## config.mk

```make
export PLATFORM = sky130hd
export DESIGN_NAME = fir_mac_sequencer
export DESIGN_NICKNAME = d
export VERILOG_FILES = /design/src/rtl/fir_mac_sequencer.sv
export SDC_FILE = /design/constraint.sdc
export NUM_CORES = 1
export LEC_CHECK = 0
export CORE_ASPECT_RATIO = 1.2
export CORE_UTILIZATION = 30
export CTS_CLUSTER_DIAMETER = 200
export DETAILED_ROUTE_END_ITERATION = 12
export DONT_BUFFER_PORTS = 1
export HOLD_SLACK_MARGIN = 0.15
export SKIP_LAST_GASP = 1
export SYNTH_ARGS = -nofsm -noshare
export SYNTH_HDL_FRONTEND = slang
export SYNTH_SLANG_ARGS = --single-unit
```

## constraint.sdc

```tcl
create_clock -name clk -period 4.5 [get_ports clk]
set_input_delay 0.9 -clock clk [delete_from_list [all_inputs] [get_ports clk]]
set_output_delay 0.9 -clock clk [all_outputs]
set_load 0.05 [all_outputs]
```

## src/rtl/fir_mac_sequencer.sv

```systemverilog
// Control sequencer for a time-multiplexed FIR: clears the sample history, accepts samples and
// steps one MAC per tap. Optional overrun monitor enabled by macro FIR_SEQ_OVERRUN_EN.
module fir_mac_sequencer #(
  parameter  int TAPS    = 32,
  parameter  int MAC_LAT = 2,
  localparam int AW      = $clog2(TAPS)
) (
  input  logic          clk,
  input  logic          rst,
  input  logic          flush,
  input  logic          in_valid,
  output logic          in_ready,
  output logic          wr_en,
  output logic          wr_zero,
  output logic [AW-1:0] wr_addr,
  output logic [AW-1:0] rd_addr,
  output logic [AW-1:0] coef_addr,
  output logic          acc_en,
  output logic          acc_clr,
  output logic          acc_last,
  output logic          out_valid,
  input  logic          out_ready,
  output logic          busy
`ifdef FIR_SEQ_OVERRUN_EN
  ,
  output logic          overrun,
  output logic [7:0]    overrun_cnt
`endif
);

  typedef enum logic [2:0] {
    S_CLEAR = 3'd0,
    S_IDLE  = 3'd1,
    S_MAC   = 3'd2,
    S_DRAIN = 3'd3,
    S_OUT   = 3'd4
  } state_t;

  state_t        r_state;
  state_t        w_state_nxt;
  logic [AW-1:0] r_clr_cnt;
  logic [AW-1:0] r_k;
  logic [AW-1:0] r_wp;
  logic [2:0]    r_drain_cnt;

  logic          w_in_ready;
  logic          w_wr_en;
  logic          w_wr_zero;
  logic [AW-1:0] w_wr_addr;
  logic [AW-1:0] w_rd_addr;
  logic [AW-1:0] w_coef_addr;
  logic          w_acc_en;
  logic          w_acc_clr;
  logic          w_acc_last;
  logic          w_out_valid;
  logic          w_busy;

  // State register; reset always lands in CLEAR so a pending result is dropped.
  always_ff @(posedge clk) begin
    if (rst) begin
      r_state <= S_CLEAR;
    end else begin
      r_state <= w_state_nxt;
    end
  end

  // Next-state decode.
  always_comb begin
    w_state_nxt = r_state;
    case (r_state)
      S_CLEAR: begin
        if (r_clr_cnt == AW'(TAPS - 1)) w_state_nxt = S_IDLE;
        else                             w_state_nxt = S_CLEAR;
      end
      S_IDLE: begin
        if (flush)         w_state_nxt = S_CLEAR;
        else if (in_valid) w_state_nxt = S_MAC;
        else               w_state_nxt = S_IDLE;
      end
      S_MAC: begin
        if (r_k == AW'(TAPS - 1)) w_state_nxt = (MAC_LAT > 0) ? S_DRAIN : S_OUT;
        else                      w_state_nxt = S_MAC;
      end
      S_DRAIN: begin
        if (r_drain_cnt == 3'(MAC_LAT - 1)) w_state_nxt = S_OUT;
        else                                w_state_nxt = S_DRAIN;
      end
      S_OUT: begin
        if (out_ready) w_state_nxt = S_IDLE;
        else           w_state_nxt = S_OUT;
      end
      default: w_state_nxt = S_CLEAR;
    endcase
  end

  // Counters; clear and tap counters wrap naturally because TAPS is a power of two.
  always_ff @(posedge clk) begin
    if (rst) begin
      r_clr_cnt   <= '0;
      r_k         <= '0;
      r_wp        <= '0;
      r_drain_cnt <= 3'd0;
    end else begin
      case (r_state)
        S_CLEAR: begin
          r_clr_cnt <= r_clr_cnt + AW'(1);
          r_wp      <= '0;
          r_k       <= '0;
        end
        S_IDLE: begin
          r_clr_cnt <= '0;
          r_k       <= '0;
        end
        S_MAC: begin
          r_k         <= r_k + AW'(1);
          r_drain_cnt <= 3'd0;
          if (r_k == AW'(TAPS - 1)) r_wp <= r_wp + AW'(1);
          else                      r_wp <= r_wp;
        end
        S_DRAIN: begin
          r_drain_cnt <= r_drain_cnt + 3'd1;
        end
        S_OUT: begin
          r_drain_cnt <= 3'd0;
        end
        default: begin
          r_clr_cnt <= '0;
          r_k       <= '0;
        end
      endcase
    end
  end

  // Output decode from registered state and counters.
  always_comb begin
    w_in_ready  = 1'b0;
    w_wr_en     = 1'b0;
    w_wr_zero   = 1'b0;
    w_wr_addr   = '0;
    w_rd_addr   = '0;
    w_coef_addr = '0;
    w_acc_en    = 1'b0;
    w_acc_clr   = 1'b0;
    w_acc_last  = 1'b0;
    w_out_valid = 1'b0;
    w_busy      = 1'b1;
    case (r_state)
      S_CLEAR: begin
        w_wr_en   = 1'b1;
        w_wr_zero = 1'b1;
        w_wr_addr = r_clr_cnt;
      end
      S_IDLE: begin
        w_busy     = 1'b0;
        w_in_ready = 1'b1;
        w_wr_en    = in_valid & ~flush;
        w_wr_addr  = r_wp;
      end
      S_MAC: begin
        w_acc_en    = 1'b1;
        w_coef_addr = r_k;
        w_rd_addr   = r_wp - r_k;
        w_acc_clr   = (r_k == '0);
        w_acc_last  = (r_k == AW'(TAPS - 1));
      end
      S_DRAIN: begin
        w_busy = 1'b1;
      end
      S_OUT: begin
        w_out_valid = 1'b1;
      end
      default: begin
        w_busy = 1'b1;
      end
    endcase
  end

  // Reset overrides every output, including the cycle before the reset edge.
  assign in_ready  = w_in_ready  & ~rst;
  assign wr_en     = w_wr_en     & ~rst;
  assign wr_zero   = w_wr_zero   & ~rst;
  assign wr_addr   = rst ? '0 : w_wr_addr;
  assign rd_addr   = rst ? '0 : w_rd_addr;
  assign coef_addr = rst ? '0 : w_coef_addr;
  assign acc_en    = w_acc_en    & ~rst;
  assign acc_clr   = w_acc_clr   & ~rst;
  assign acc_last  = w_acc_last  & ~rst;
  assign out_valid = w_out_valid & ~rst;
  assign busy      = w_busy      & ~rst;

`ifdef FIR_SEQ_OVERRUN_EN
  logic       r_overrun;
  logic [7:0] r_overrun_cnt;

  // Sticky flag and saturating count of samples offered while not ready.
  always_ff @(posedge clk) begin
    if (rst) begin
      r_overrun     <= 1'b0;
      r_overrun_cnt <= 8'd0;
    end else if (r_state == S_IDLE && flush) begin
      r_overrun     <= 1'b0;
      r_overrun_cnt <= 8'd0;
    end else if (r_state != S_CLEAR && in_valid && !w_in_ready) begin
      r_overrun <= 1'b1;
      if (r_overrun_cnt != 8'hFF) r_overrun_cnt <= r_overrun_cnt + 8'd1;
      else                        r_overrun_cnt <= r_overrun_cnt;
    end else begin
      r_overrun     <= r_overrun;
      r_overrun_cnt <= r_overrun_cnt;
    end
  end

  assign overrun     = r_overrun & ~rst;
  assign overrun_cnt = rst ? 8'd0 : r_overrun_cnt;
`endif

endmodule

```

# Word-level counts from Yosys, hierarchy flattened
# Cells that the tools add are included.
[classes] addsub=5 reduce_logical=8 muxes=26 n_bitwise=11 n_eq_ne=8
[ops] cell="$pmux 5 s2" n=4
[ops] cell="$mux 5" n=6
[ops] cell="$add 5x1->5 const B" n=3
[ops] cell="$pmux 3 s5" n=1
[ops] cell="$eq 5x5->1 const B" n=2
[ops] cell="$and 1x1->1" n=9
[ops] cell="$mux 1" n=9
[ops] cell="$eq 3x1->1 const B" n=2
[ops] cell="$eq 3x2->1 const B" n=2
[ops] cell="$mux 3" n=2
[ops] cell="$pmux 3 s2" n=1
[ops] cell="$logic_not 5->1" n=1
[ops] cell="$sub 5x5->5" n=1
[ops] cell="$mux 2" n=2
[ops] cell="$reduce_bool 2->1" n=2
[ops] cell="$reduce_or 2->1" n=2
[ops] cell="$add 3x1->3 const B" n=1
[ops] cell="$eq 3x3->1 const B" n=1
[ops] cell="$logic_not 3->1" n=1
[ops] cell="$reduce_or 3->1" n=1
[ops] cell="$ne 2x2->1 const B" n=1
[ops] cell="$not 1->1" n=2
[ops] cell="$pmux 1 s2" n=1
[ops] cell="$reduce_and 2->1" n=1
[word_totals] word_cells=63 register_bits=21 output_inout_bits=23 input_bits=5

# Longest topological paths before layout
[depth] word_depth=4 ltp_mapped=7 ltp_nobuf=7

# Least setup slack after synthesis
# Ideal clock, no wire load.
[synth_path] path_kind="input to output" start="in rst" end="out rd_addr[4]" path_buffers=2 t_arrival_ns=2.868 stages=4 required_ns=3.600 setup_slack_ns=0.732 path_cell_list="buf_2 > or4b_1 > buf_2 > nor3b_1"
[synth_between] elab_chain_cells=1
[synth_lines] element="start, declared" line_no="9" text="input logic rst,"
[synth_lines] element="$mux 5" line_no="183" text="assign rd_addr = rst ? '0 : w_rd_addr;"
[synth_lines] element="end, declared" line_no="16" text="output logic [AW-1:0] rd_addr,"
# Every way passes these cells.

# Final worst setup path
[layout_path] start="reg r_state[2]" end="out wr_addr[1]"
[layout_between] elab_chain_cells=3 elab_cells_between_ends=4 classes_between="1 x eq/ne; 2 x mux; 1 x reduce/logical"
[layout_lines] element="start, declared" line_no="39" text="state_t r_state;"
[layout_lines] element="start signal, assigned" line_no="63" text="r_state <= w_state_nxt;"
[layout_lines] element="$eq 3x1->1 / $logic_not 3->1 (equally long branches)" line_no="147" text="case (r_state)"
[layout_lines] element="$pmux 5 s2 *" line_no="147"
[layout_lines] element="$mux 5 *" line_no="182" text="assign wr_addr = rst ? '0 : w_wr_addr;"
[layout_lines] element="end, declared" line_no="15" text="output logic [AW-1:0] wr_addr,"
# Mark *: on every way between the ends. The rest lies on a longest branch, timed or not.

==> out/metrics.cfg <==
[synth]
syn_area_per_cell_sq_um=8.140
ys_top_cells_by_area=dfxtp_1 (30%), ha_1 (11%), nor2_1 (6.9%)
ys_types=50
yosys_warnings=0
synth_ff_type=dfxtp_1
synth_most_common_cell=nor2_1
ys_async_sr_fraction_pct=0
synth.largest_area_cell=dfxtp_1
synth_enable_flop_cells=0
ys_seq_area_share_pct=29.68
synth_area_sq_um=1416
synth_top_area_share_pct=29.68
synth_common_cells=nor2_1 (26), dfxtp_1 (21), ha_1 (12), inv_1 (12), nor3_1 (9)
syn_inst=174
ys_seq_elements=21
syn-num-nets=192

[timing]
skew_ns=0.003309
hold_viol=0
drv_slew=0
rsz0062_at_grt=false
fin_ws_ns=0.9414
relSlewSlack_pct=27.86
worst_pin_slew_ns=1.086
tns_ns=0
min_period_over_period_pct=79.08
fin_crit_ns=3.559
clock.fmax_ghz=0.2810
setup_viol=0
hold_ws_ns=0.5473

[final_layout]
drive_above_1_share_pct=8.187
area_growth_syn_to_layout_pct=7.597
final_util_pct=33.42
multiInputGateArea_sq_um=918.4
layout.area.seq_sq_um=420.4
antenna_cells=0
num-nets-final=190
nFillCells=501

[clocking]
cts_num_sinks=21
clk_latency_ns=0.26
postCtsSetupRepairBufs=0
clk_pin_slew_worst_paths_ns=0.08
htree_levels=1
clockBufferDepth=2
cts_resized=0
clock-root-buffer=clkbuf_8
holdBufCountCts=0
cts_inserted_buffers=3
cts_tree=done

[routing]
drtIter0Drc=37
firstDrtPassIters=4
vias_per_cell=5.336
wl_um=3346
vias=1222
wl_per_cell_um=14.61
drt.antenna.violating_nets=0
post-route-drc-count=0

[global_routing]
grt_max_degree=28
grt_pass1_vias=1089
grt_use_met2_pct=22.40
antenna_found_initial=0
grt_use_met3_pct=3.720
grt_overflow=0
grt_pass1_wl_um=5388
busiest_layer=met2
met1_usage_pct=17.33
grt_usage_pct=13.82

[critical_path]
critPathRequiredTime_ns=3.60
r2r_setup_slack_ns=2.47
critical_path_class=flop to output pin
worst_setup_path_start_kind=flop
crit_path_end_kind=output pin
r2r-start=r_k[1]
startpoint=r_state[2]
r2r_end=r_wp[2]
cp.arrival_ns=2.66
worst-r2r-cell-count=6
cp_max_fo=15

[placed_design]
gp_congestion=0.8100
portBuffers=0
dp_slack_ns=0.9969
place_hpwl_um=2463

[floorplan]
core_area_sq_um=4561
dieArea_sq_um=5001
die_height_um=77.27
dieWidth_um=64.73
start_util_pct=31.06
rows=27
io_pins=28

[min_path]
worstHoldStart=r_clr_cnt[4]
min_path_cells=2
min_to=r_clr_cnt[4]
min_path_type=flop to flop

[power]
ir_drop_mv=0.08990
p_leak_uw=0.0005532
powerDensity_nw_per_um2=221.7

[job]
maxCapViolCount=0

[outcome]
status=finished, final reports clean

-- sequential cells by signal (all words and copies together), names as in the netlist --
name	count
r_clr_cnt	5
r_k	5
r_wp	5
r_drain_cnt	3
r_state	3
-- worst max path at each step --
| stage | endpoint | slack [ns] | cells past startpoint |
|---|---|---|---|
| 5_1_grt | wr_addr[1] | 0.84 | 4 |
| 3_3_place_gp | acc_clr | 1.03 | 3 |
| 3_5_place_dp | acc_clr | 1.0 | 3 |
| 6_report | wr_addr[1] | 0.94 | 4 |
| 2_1_floorplan | rd_addr[4] | 0.73 | 4 |
| 4_1_cts | wr_addr[1] | 0.96 | 4 |
-- worst max-delay path, stage by stage, from the launching register on --
cell and delay [ns]:
dfxtp_1 0.51, nor2_1 0.53, nand2_1 0.17, nor2_2 0.60, a22o_1 0.58
-- cells in the final DEF, fill, tap and decap left out, types with 2 or more instances in the layout --
| master | netlist | routed |
|---|---|---|
| o22ai_1 | 2 | 2 |
| clkbuf_8 | 0 | 3 |
| a22o_1 | 7 | 7 |
| a31oi_1 | 2 | 2 |
| a22oi_1 | 5 | 5 |
| buf_4 | 0 | 3 |
| nand3_1 | 5 | 5 |
| inv_1 | 12 | 12 |
| nor2b_1 | 3 | 3 |
| xnor2_1 | 3 | 3 |
| dfxtp_1 | 21 | 21 |
| nor3_1 | 9 | 9 |
| a211oi_1 | 2 | 2 |
| nand2_1 | 5 | 5 |
| nand2b_1 | 3 | 3 |
| ha_1 | 12 | 12 |
| and3_1 | 3 | 3 |
| o21a_1 | 3 | 3 |
| mux2_2 | 2 | 2 |
| o21ai_0 | 6 | 6 |
| and4_1 | 2 | 2 |
| a21oi_1 | 5 | 5 |
| nor2_1 | 26 | 26 |
-- report_power, final --
group | total [uW] | internal (uW) | switching [uW]
clock network | 127 | 63.2 | 63.6
registers | 191 | 188 | 2.64
logic | 20.4 | 5.19 | 15.2
-- layer usage --
metal,share of wire (%),routed length (um),up-vias
li1,-,-,619
met1,48,1603,578
met2,45,1520,21
met3,5.4,182,4
met4,1.2,40,0
met5,0,0,-
-- metrics by stage --
stage / cells / cell area, sq um / total power (uW)
global route: 229 / 1524 / 347.5
CTS: 229 / 1524 / 339.1
detailed placement: 225 / 1479 / 215.6
finish: 229 / 1524 / 337.8
global placement: 225 / 1479 / 215.4
floorplan: 174 / 1416 / 216.0
-- layout make-up --
type | instances | share of cell area (%)
Sequential cell | 21 | 27.59
Timing Repair Buffer | 3 | 1.478
Multi-Input combinational cell | 131 | 60.26
Inverter | 12 | 2.956
Clock buffer | 4 | 2.956
Tap cell | 58 | 4.762
-- cell families after synthesis --
family          Yosys count  synth area share [%]
simple gates             69                 25.53
compound gates           43                 22.17
flops                    21                 29.68
fa+ha+maj                13                 12.01
buf+inv                  22                 6.448
xor+xnor                  3                 1.855
mux                       3                 2.297
Power figures use the tool's default switching activity.
